File: config.mk
export PLATFORM = sky130hd
export DESIGN_NAME = fx_chain_sequencer
export DESIGN_NICKNAME = d
export VERILOG_FILES = /design/src/rtl/fx_chain_sequencer_pkg.sv /design/src/rtl/fx_chain_sequencer_sample_fifo.sv /design/src/rtl/fx_chain_sequencer.sv
export SDC_FILE = /design/constraint.sdc
export NUM_CORES = 1
export LEC_CHECK = 0
export CORE_MARGIN = 2
export CORE_UTILIZATION = 55
export DETAILED_ROUTE_END_ITERATION = 6
export PLACE_DENSITY = 0.85
export SYNTH_ARGS = -nofsm -noshare
export SYNTH_HDL_FRONTEND = slang
export SYNTH_HIERARCHICAL = 1
export SYNTH_SLANG_ARGS = --single-unit
File: constraint.sdc
create_clock -name clock -period 5.1 [get_ports clock]
set_input_delay 0.51 -clock clock [delete_from_list [all_inputs] [get_ports clock]]
set_output_delay 0.51 -clock clock [all_outputs]
set_load 0.01 [all_outputs]
File: src/rtl/fx_chain_sequencer_pkg.sv
// Shared state type and width helpers for the effect-chain sequencer and its FIFO.
package fx_chain_sequencer_pkg;

    typedef enum logic [1:0] {
        ST_IDLE   = 2'd0,
        ST_SELECT = 2'd1,
        ST_WAIT   = 2'd2
    } fx_state_t;

    // Bits needed to represent every value in 0..max_val.
    function automatic int unsigned cnt_w(input int unsigned max_val);
        return (max_val < 2) ? 1 : $clog2(max_val + 1);
    endfunction

endpackage

File: src/rtl/fx_chain_sequencer_sample_fifo.sv
// Synchronous first-word-fall-through sample FIFO; a push into a full FIFO is
// accepted only when a pop happens in the same cycle.
module sample_fifo
    import fx_chain_sequencer_pkg::*;
#(
    parameter int unsigned WIDTH = 12,
    parameter int unsigned DEPTH = 4
) (
    input  logic             clock,
    input  logic             reset,
    input  logic             i_push,
    input  logic [WIDTH-1:0] i_push_data,
    input  logic             i_pop,
    output logic [WIDTH-1:0] o_pop_data,
    output logic             o_full,
    output logic             o_empty
);

    localparam int unsigned AW = $clog2(DEPTH);
    localparam int unsigned CW = cnt_w(DEPTH);
    localparam logic [CW-1:0] FULL_CNT = CW'(DEPTH);

    logic [WIDTH-1:0] r_mem [DEPTH];
    logic [AW-1:0]    r_wr_ptr;
    logic [AW-1:0]    r_rd_ptr;
    logic [CW-1:0]    r_count;
    logic             w_do_push;
    logic             w_do_pop;

    assign o_full     = (r_count == FULL_CNT);
    assign o_empty    = (r_count == '0);
    assign o_pop_data = r_mem[r_rd_ptr];
    assign w_do_pop   = i_pop && !o_empty;
    assign w_do_push  = i_push && (!o_full || w_do_pop);

    always_ff @(posedge clock) begin
        if (w_do_push) begin
            r_mem[r_wr_ptr] <= i_push_data;
        end
    end

    always_ff @(posedge clock) begin
        if (reset) begin
            r_wr_ptr <= '0;
            r_rd_ptr <= '0;
            r_count  <= '0;
        end else begin
            if (w_do_push) begin
                r_wr_ptr <= r_wr_ptr + 1'b1;
            end
            if (w_do_pop) begin
                r_rd_ptr <= r_rd_ptr + 1'b1;
            end
            case ({w_do_push, w_do_pop})
                2'b10:   r_count <= r_count + 1'b1;
                2'b01:   r_count <= r_count - 1'b1;
                default: r_count <= r_count;
            endcase
        end
    end

endmodule

File: src/rtl/fx_chain_sequencer.sv
// Runs each buffered sample through a chain of external effect stages over a
// shared start/done handshake, with per-sample bypass and stall abandonment.
module fx_chain_sequencer
    import fx_chain_sequencer_pkg::*;
#(
    parameter int unsigned SAMPLE_W   = 12,
    parameter int unsigned NUM_STAGES = 4,
    parameter int unsigned FIFO_DEPTH = 4,
    parameter int unsigned TIMEOUT    = 255
) (
    input  logic                           clock,
    input  logic                           reset,
    input  logic                           playback,
    input  logic                           new_sample_ready,
    input  logic signed [SAMPLE_W-1:0]     samples_in,
    input  logic [NUM_STAGES-1:0]          bypass,
    input  logic                           clear_errors,
    output logic [NUM_STAGES-1:0]          stage_start,
    output logic signed [SAMPLE_W-1:0]     stage_sample,
    input  logic [NUM_STAGES*SAMPLE_W-1:0] stage_result,
    input  logic [NUM_STAGES-1:0]          stage_done,
    output logic signed [SAMPLE_W-1:0]     out_sample,
    output logic                           sample_ready,
    output logic                           busy,
    output logic                           overrun,
    output logic                           timeout_err
);

    localparam int unsigned IDX_W = cnt_w(NUM_STAGES);
    localparam int unsigned TMR_W = cnt_w(TIMEOUT - 1);
    localparam logic [IDX_W-1:0] LAST_IDX = IDX_W'(NUM_STAGES);
    localparam logic [TMR_W-1:0] TMR_MAX  = TMR_W'(TIMEOUT - 1);

    fx_state_t             r_state;
    logic [IDX_W-1:0]      r_idx;
    logic [TMR_W-1:0]      r_timer;
    logic [SAMPLE_W-1:0]   r_work;
    logic [SAMPLE_W-1:0]   r_out;
    logic [NUM_STAGES-1:0] r_byp_q;
    logic [NUM_STAGES-1:0] r_start;
    logic                  r_ready;
    logic                  r_overrun;
    logic                  r_timeout;

    logic                  w_push;
    logic                  w_pop;
    logic                  w_full;
    logic                  w_empty;
    logic                  w_drop;
    logic                  w_timeout_evt;
    logic [SAMPLE_W-1:0]   w_fifo_data;
    logic                  w_cur_byp;
    logic                  w_cur_done;
    logic [SAMPLE_W-1:0]   w_cur_result;
    logic [NUM_STAGES-1:0] w_sel_onehot;

    assign w_push = playback && new_sample_ready;
    assign w_pop  = (r_state == ST_IDLE) && !w_empty;
    assign w_drop = w_push && w_full && !w_pop;

    sample_fifo #(
        .WIDTH (SAMPLE_W),
        .DEPTH (FIFO_DEPTH)
    ) u_fifo (
        .clock       (clock),
        .reset       (reset),
        .i_push      (w_push),
        .i_push_data (samples_in),
        .i_pop       (w_pop),
        .o_pop_data  (w_fifo_data),
        .o_full      (w_full),
        .o_empty     (w_empty)
    );

    // Decode the active slot; idx==NUM_STAGES matches nothing, so the muxes read as idle.
    always_comb begin
        w_cur_byp    = 1'b0;
        w_cur_done   = 1'b0;
        w_cur_result = '0;
        w_sel_onehot = '0;
        for (int unsigned i = 0; i < NUM_STAGES; i++) begin
            if (r_idx == IDX_W'(i)) begin
                w_cur_byp       = r_byp_q[i];
                w_cur_done      = stage_done[i];
                w_cur_result    = stage_result[i*SAMPLE_W +: SAMPLE_W];
                w_sel_onehot[i] = 1'b1;
            end
        end
    end

    assign w_timeout_evt = (r_state == ST_WAIT) && !w_cur_done && (r_timer == TMR_MAX);

    always_ff @(posedge clock) begin
        if (reset) begin
            r_state   <= ST_IDLE;
            r_idx     <= '0;
            r_timer   <= '0;
            r_work    <= '0;
            r_out     <= '0;
            r_byp_q   <= '0;
            r_start   <= '0;
            r_ready   <= 1'b0;
            r_overrun <= 1'b0;
            r_timeout <= 1'b0;
        end else begin
            r_ready <= 1'b0;
            r_start <= '0;
            case (r_state)
                ST_IDLE: begin
                    if (!w_empty) begin
                        r_work  <= w_fifo_data;
                        r_byp_q <= bypass;
                        r_idx   <= '0;
                        r_state <= ST_SELECT;
                    end
                end
                ST_SELECT: begin
                    if (r_idx == LAST_IDX) begin
                        r_out   <= r_work;
                        r_ready <= 1'b1;
                        r_state <= ST_IDLE;
                    end else if (w_cur_byp) begin
                        r_idx <= r_idx + 1'b1;
                    end else begin
                        r_start <= w_sel_onehot;
                        r_timer <= '0;
                        r_state <= ST_WAIT;
                    end
                end
                ST_WAIT: begin
                    // An abandoned stage leaves the working sample untouched.
                    if (w_cur_done) begin
                        r_work  <= w_cur_result;
                        r_idx   <= r_idx + 1'b1;
                        r_state <= ST_SELECT;
                    end else if (r_timer == TMR_MAX) begin
                        r_idx   <= r_idx + 1'b1;
                        r_state <= ST_SELECT;
                    end else begin
                        r_timer <= r_timer + 1'b1;
                    end
                end
                default: r_state <= ST_IDLE;
            endcase

            if (w_drop) begin
                r_overrun <= 1'b1;
            end else if (clear_errors) begin
                r_overrun <= 1'b0;
            end
            if (w_timeout_evt) begin
                r_timeout <= 1'b1;
            end else if (clear_errors) begin
                r_timeout <= 1'b0;
            end
        end
    end

    assign stage_start  = r_start;
    assign stage_sample = r_work;
    assign out_sample   = r_out;
    assign sample_ready = r_ready;
    assign busy         = (r_state != ST_IDLE) || !w_empty;
    assign overrun      = r_overrun;
    assign timeout_err  = r_timeout;

endmodule
# [Word-level counts from Yosys, hierarchy flattened]
# Memory sizes are Yosys's and may differ from the RTL's. A register that Yosys moved wholly into a read port is not among the register bits.
# Cells that the tools add are included.
[word_totals] ff_bits=55 mem_count=1 inputBits=73 ram_bits=48 out_inout_bits=32 wordCells=118
[mem_list] name="u_fifo.r_mem" words=4 word_bits=12 rd=1 rd_clocked_by_memory_dff=1 wr=1 line="fx_chain_sequencer_sample_fifo.sv:23" source="logic [WIDTH-1:0] r_mem [DEPTH];"
[op_classes] addsub=6 n_reduce_logical=32 eq_ne=19 bitwise=2 muxes=45
[op_table] cell="$mux 12" count=6
[op_table] cell="$mux 8" count=4
[op_table] cell="$pmux 12 s2" count=1
[op_table] cell="$mux 1" count=18
[op_table] cell="$pmux 8 s2" count=1
[op_table] cell="$mux 3" count=5
[op_table] cell="$mux 2" count=7
[op_table] cell="$ne 2x2->1 const B" count=7
[op_table] cell="$reduce_bool 2->1" count=6
[op_table] cell="$reduce_and 5->1" count=2
[op_table] cell="$pmux 3 s3" count=1
[op_table] cell="$add 8x1->8 const B" count=1
[op_table] cell="$eq 8x8->1 const B" count=1
[op_table] cell="$logic_and 1x1->1" count=8
[op_table] cell="$add 3x1->3 const B" count=2
[op_table] cell="$eq 3x2->1 const B" count=2
[op_table] cell="$eq 3x3->1 const B" count=2
[op_table] cell="$logic_not 3->1" count=2
[op_table] cell="$pmux 2 s3" count=1
[op_table] cell="$pmux 3 s2" count=1
[op_table] cell="$reduce_and 3->1" count=2
[op_table] cell="$add 2x1->2 const B" count=2
[op_table] cell="$eq 2x1->1 const B" count=2
[op_table] cell="$eq 2x2->1 const B" count=2
[op_table] cell="12 further kinds" count=18

# [Longest topological paths before layout]
[depth] ltp_word=9 ltp_mapped=13

# [Modules after synthesis]
# Netlist, hierarchy kept.
[modules_own_cells] mod="fx_chain_sequencer" seq_area_each_um2=960.9 cells_each=349 n_inst=1 area_per_inst_um2=2768.9
[modules_own_cells] mod="sample_fifo" seq_area_each_um2=1621.6 cells_each=116 n_inst=1 area_per_inst_um2=2238.4

# [Least setup slack after synthesis]
# No wires, ideal clock.
[synth_path] path_type="reg-to-reg" from="register r_state[1]" to="register u_fifo.r_count[2]" setup_time_ns=0.070 n_path_buf=1 t_arrival_ns=2.531 required_time_ns=5.030 slack_ns=2.499 stages_incl_launch_ff=13 path_cell_list="dfxtp_1 inv_1 ha_1 nor2b_1 clkbuf_1 o31ai_1 inv_1 ha_1 inv_1 fa_1 xor2_1 or3_2 a21oi_1"
[synth_between] elab_chain_cells=7
[synth_rtl] item="start, declared" line="fx_chain_sequencer.sv:34" source="fx_state_t r_state;"
[synth_rtl] item="start signal, assigned" line="fx_chain_sequencer.sv:95" source="r_state <= ST_IDLE;"
[synth_rtl] item="start signal, assigned" line="fx_chain_sequencer.sv:114" source="r_state <= ST_SELECT;"
[synth_rtl] item="start signal, assigned" line="fx_chain_sequencer.sv:121" source="r_state <= ST_IDLE;"
[synth_rtl] item="$logic_not 2->1 (*)" line="fx_chain_sequencer.sv:58" source="assign w_pop = (r_state == ST_IDLE) && !w_empty;"
[synth_rtl] item="$logic_and 1x1->1 (*)" line="fx_chain_sequencer.sv:58"
[synth_rtl] item="named net w_pop" line="fx_chain_sequencer.sv:46" source="logic w_pop;"
[synth_rtl] item="$logic_and 1x1->1 (*)" line="fx_chain_sequencer_sample_fifo.sv:33" source="assign w_do_pop = i_pop && !o_empty;"
[synth_rtl] item="named net u_fifo.w_do_pop" line="fx_chain_sequencer_sample_fifo.sv:28" source="logic w_do_pop;"
[synth_rtl] item="$logic_or 1x1->1" line="fx_chain_sequencer_sample_fifo.sv:34" source="assign w_do_push = i_push && (!o_full || w_do_pop);"
[synth_rtl] item="$logic_and 1x1->1" line="fx_chain_sequencer_sample_fifo.sv:34"
[synth_rtl] item="$eq 2x1->1 / $eq 2x2->1 (equally long branches)" line="fx_chain_sequencer_sample_fifo.sv:54" source="case ({w_do_push, w_do_pop})"
[synth_rtl] item="$pmux 3 s2 / $reduce_bool 2->1 (equally long branches)"
[synth_rtl] item="end signal, assigned" line="fx_chain_sequencer_sample_fifo.sv:55" source="2'b10: r_count <= r_count + 1'b1;"
[synth_rtl] item="end signal, assigned" line="fx_chain_sequencer_sample_fifo.sv:56" source="2'b01: r_count <= r_count - 1'b1;"
[synth_rtl] item="end signal, assigned" line="fx_chain_sequencer_sample_fifo.sv:57" source="default: r_count <= r_count;"
[synth_rtl] item="end, declared" line="fx_chain_sequencer_sample_fifo.sv:26" source="logic [CW-1:0] r_count;"
# The timed path passes the listed nets; every way through them passes the cells marked *.
# A chain may end at the register's enable or synchronous reset.

# [Worst setup path after layout]
[layout_path] from="register r_idx[1]" to="register r_work[11], in the netlist stage_sample[11]"
[layout_between] elab_chain_cells=7
[layout_rtl] item="start, declared" line="fx_chain_sequencer.sv:35" source="logic [IDX_W-1:0] r_idx;"
[layout_rtl] item="start signal, assigned" line="fx_chain_sequencer.sv:123" source="r_idx <= r_idx + 1'b1;"
[layout_rtl] item="start signal, assigned" line="fx_chain_sequencer.sv:134" source="r_idx <= r_idx + 1'b1;"
[layout_rtl] item="start signal, assigned" line="fx_chain_sequencer.sv:137" source="r_idx <= r_idx + 1'b1;"
[layout_rtl] item="$logic_not 3->1" line="fx_chain_sequencer.sv:82" source="if (r_idx == IDX_W'(i)) begin"
[layout_rtl] item="$mux 12 / $mux 1 (equally long branches) (4 in series)" line="fx_chain_sequencer.sv:82"
[layout_rtl] item="$mux 12 / $ne 2x2->1 (equally long branches)"
[layout_rtl] item="$pmux 12 s2 / $reduce_and 3->1 (equally long branches)"
[layout_rtl] item="end signal, assigned" line="fx_chain_sequencer.sv:111" source="r_work <= w_fifo_data;"
[layout_rtl] item="end signal, assigned" line="fx_chain_sequencer.sv:133" source="r_work <= w_cur_result;"
[layout_rtl] item="end, declared" line="fx_chain_sequencer.sv:37" source="logic [SAMPLE_W-1:0] r_work;"
# Several ways; a longest one is shown, not always the timed one. The select of a mux whose other input is x is not followed.

==> PnR_summary.wiki <==
{| class="wikitable"
! Metric !! Value
|-
| Outcome || finished, final reports clean
|-
| Class of the most critical setup path || flip-flop to flip-flop
|-
| TritonCTS buffer count || 9
|-
| Top-count cell post-synth || sky130_fd_sc_hd__dfxtp_1
|-
| Setup bufs post-CTS || 0
|-
| Dominant cells by area after synthesis || sky130_fd_sc_hd__edfxtp_1 (29%), sky130_fd_sc_hd__dfxtp_1 (23%), sky130_fd_sc_hd__a21oi_1 (4.0%)
|-
| Share of synthesized registers carrying an async set or reset || 0%
|-
| Hold path endpoint || out_sample[9]$_SDFFE_PP0P_
|-
| Data required time at the worst endpoint || 5320 ps
|-
| Number of setup violations in the final report || 0
|-
| Overall die area || 9883 µm²
|-
| # diodes || 0
|-
| Antenna Nets Post-Route || 0
|-
| Global placer's final weighted congestion || 0.8716
|-
| Post-DR vias/cell || 5.743
|-
| Remaining global-route overflow || 0
|-
| Post-Syn Area per Cell || 10.77 µm²
|-
| Number of global-route vias before repair || 3,786
|-
| Antenna violations before repair || 0
|-
| Length in cells of the worst reg-to-reg path || 7
|-
| Number of warnings printed during yosys synthesis || 6
|-
| Startpoint class of the critical path || flip-flop
|-
| Normalized max-slew margin || 31.56%
|-
| Pin slew with the least headroom to its limit || 1027 ps
|-
| Horizontal extent of the die || 99.42 µm
|-
| Worst vdd rail ir drop || 0.0002616 V
|-
| Number of rows created at floorplan || 34
|-
| Max Cap Violations || 0
|-
| Number of distinct library cell variants in the gate-level netlist after synthesis || 50
|-
| Static leakage power || 2.151 nW
|-
| Bufs on Longest Clock Path || 2
|-
| Number of stages on the worst hold path || 2
|-
| EDFF count, synth || 48
|-
| Combined area of all synthesized cells || 5007 µm²
|-
| Achievable frequency || 307.4 MHz
|-
| Primary FF master, synth || sky130_fd_sc_hd__dfxtp_1
|-
| Origin of the critical flop-to-flop path || r_idx[1]$_SDFFE_PP0P_
|-
| End of the worst register-to-register path || stage_sample[11]$_SDFFE_PP0P_
|-
| Post-layout minimum cycle time || 3253 ps
|-
| Core region area || 8763 µm²
|-
| CTS tree || built
|-
| Count of final max-slew check failures || 0
|-
| DRC errors left || 0
|-
| Power density over cell area || 373.0 nW/µm²
|-
| Seq cells post-synth || 105
|-
| Area fraction of the dominant cell type after synthesis || 28.79%
|-
| Maximum fanout count along the critical path || 29
|-
| Placed wire-length estimate after detailed placement || 8437 µm
|-
| Largest net degree at the start of global routing || 60
|-
| Post-layout total power || 2.335 mW
|-
| Hold Crit Start || out_sample[9]$_SDFFE_PP0P_
|-
| Final Hold Vio Count || 0
|-
| Clock insertion delay at the later pin of the skew report || 380 ps
|-
| Post-Synthesis Net Count || 555
|-
| Area growth from synthesis to layout || 24.99%
|-
| Average wire per standard cell || 17.33 µm
|-
| Clock sinks || 105
|-
| Top post-synthesis cells by count || sky130_fd_sc_hd__dfxtp_1 (57), sky130_fd_sc_hd__nand2_1 (51), sky130_fd_sc_hd__edfxtp_1 (48), sky130_fd_sc_hd__a21oi_1 (40), sky130_fd_sc_hd__nor2_1 (32)
|-
| Nets@finish || 643
|-
| Height of the chip || 99.42 µm
|-
| Initial Util || 57.14%
|-
| Hold WC Path Type || flip-flop to flip-flop
|-
| Setup repair after global routing missed its margin || no
|-
| Type of element capturing the critical path || flip-flop
|-
| Gate count after technology mapping || 465
|-
| Global-route wire length before repair || 18,750 µm
|-
| Portion of the post-synthesis area used by sequential elements || 51.57%
|-
| Max H-tree Level || 3
|-
| Period utilisation layout || 63.79%
|-
| Area leader, netlist || sky130_fd_sc_hd__edfxtp_1
|-
| DRC marker count from the first detailed-route iteration || 245
|-
| Total routed wirelength || 11,540 µm
|-
| Number of gates given a new drive strength after cts || 0
|-
| Worst Path Arrival || 3470 ps
|-
| Share of post-route cells with drive strength above 1 || 9.857%
|-
| Num ports || 105
|-
| Reg2Reg Setup Slack || 1850 ps
|-
| Global-route total usage across every layer || 24.16%
|-
| Total Neg Setup Slack || 0 ps
|-
| Port bufs || 104
|-
| Number of vias after detailed routing || 3,825
|-
| Cts-stage hold buffer count || 0
|-
| Clock transition at the registers of the reported paths || 100 ps
|-
| Clock root buffer || sky130_fd_sc_hd__clkbuf_8
|-
| Clock Skews || 10.59 ps
|-
| Number of optimization iterations in the first detailed-route pass || 5
|}
worst max path at each step:
| stage | startpoint | end | slack, ps |
|---|---|---|---|
| 2_1_floorplan | r_state[1]$_SDFFE_PP0P_ | u_fifo/r_count[2]$_SDFFE_PP0P_ | 2500 |
| 3_3_place_gp | r_idx[1]$_SDFFE_PP0P_ | stage_sample[11]$_SDFFE_PP0P_ | 2110 |
| 3_5_place_dp | r_idx[1]$_SDFFE_PP0P_ | stage_sample[11]$_SDFFE_PP0P_ | 1920 |
| 4_1_cts | r_idx[1]$_SDFFE_PP0P_ | stage_sample[11]$_SDFFE_PP0P_ | 1890 |
| 5_1_grt | r_idx[1]$_SDFFE_PP0P_ | stage_sample[11]$_SDFFE_PP0P_ | 1520 |
| 6_report | r_idx[1]$_SDFFE_PP0P_ | stage_sample[11]$_SDFFE_PP0P_ | 1850 |
layout make-up:
type,instances,area [µm²]
Clock inverter,7,73.82
Clock buffer,9,123.9
Timing Repair Buffer,105,1044
Tap cell,108,135.1
Inverter,28,105.1
Sequential cell,105,2582
Multi-Input combinational cell,304,2195
Fill cell,634,2505
metal layers:
metal  GRT usage, %  wire length [µm]
met1          30.13              4647
met5              0                 0
met4          9.378               304
met3          4.076               542
met2          42.10              6046
logic make-up (layout without fill, tap and decap cells):
family	Yosys count	count (layout)	share of synthesized area [%]
buffers and inverters	56	149	4.598
XOR/XNOR	3	3	0.5248
adder cells (fa/ha/maj)	17	17	4.398
flip-flops	105	105	51.57
AND/OR/NAND/NOR	163	163	17.27
multiplexers	18	18	6.996
AO/OA/AOI/OAI	103	103	14.64
cells in the final DEF, fill, tap and decap left out, types with 9 or more instances in the layout:
cell	synthesis	routed
sky130_fd_sc_hd__a211oi_1	13	13
sky130_fd_sc_hd__o221a_2	13	13
sky130_fd_sc_hd__clkdlybuf4s50_1	0	103
sky130_fd_sc_hd__clkbuf_8	0	9
sky130_fd_sc_hd__nor3_1	14	14
sky130_fd_sc_hd__edfxtp_1	48	48
sky130_fd_sc_hd__nand2_1	51	51
sky130_fd_sc_hd__a21oi_1	40	40
sky130_fd_sc_hd__inv_1	28	28
sky130_fd_sc_hd__ha_1	16	16
sky130_fd_sc_hd__nor2_1	32	32
sky130_fd_sc_hd__o21ai_0	16	16
sky130_fd_sc_hd__dfxtp_1	57	57
sky130_fd_sc_hd__nand3b_1	14	14
flip-flops by register name (all words and copies together), names as in the netlist, 3 cells and up, named ones only:
register	count
r_idx	3
out_sample	12
r_byp_q	4
u_fifo/r_mem	48
stage_sample	12
u_fifo/r_count	3
stage_start	4
r_timer	8
critical path, cell delays in order (launching register included):
cell	delay, ps
sky130_fd_sc_hd__dfxtp_1	340
sky130_fd_sc_hd__inv_1	110
sky130_fd_sc_hd__ha_1	690
sky130_fd_sc_hd__a21oi_1	250
sky130_fd_sc_hd__a2111oi_4	740
sky130_fd_sc_hd__o221a_2	640
sky130_fd_sc_hd__o221a_2	270
sky130_fd_sc_hd__nor3_1	50
through the flow:
step	instances	hold WS [ps]	cell area [µm²]	util, %	setup slack (ps)
floorplan	465	451.5	5007	-	2499
global placement	650	441.1	6061	69.16	2109
detailed placement	650	447.1	6061	69.16	1915
CTS	666	461.1	6259	71.42	1892
global route	666	489.1	6259	71.42	1524
finish	666	464.4	6259	71.42	1847
power by group:
group	leakage, nW	internal [mW]	switching [mW]	total [mW]
Clock	0.101	0.194	0.311	0.505
Combinational	1.15	0.389	0.435	0.824
Sequential	0.899	0.948	0.0581	1.01
Power figures use the tool's default switching activity.
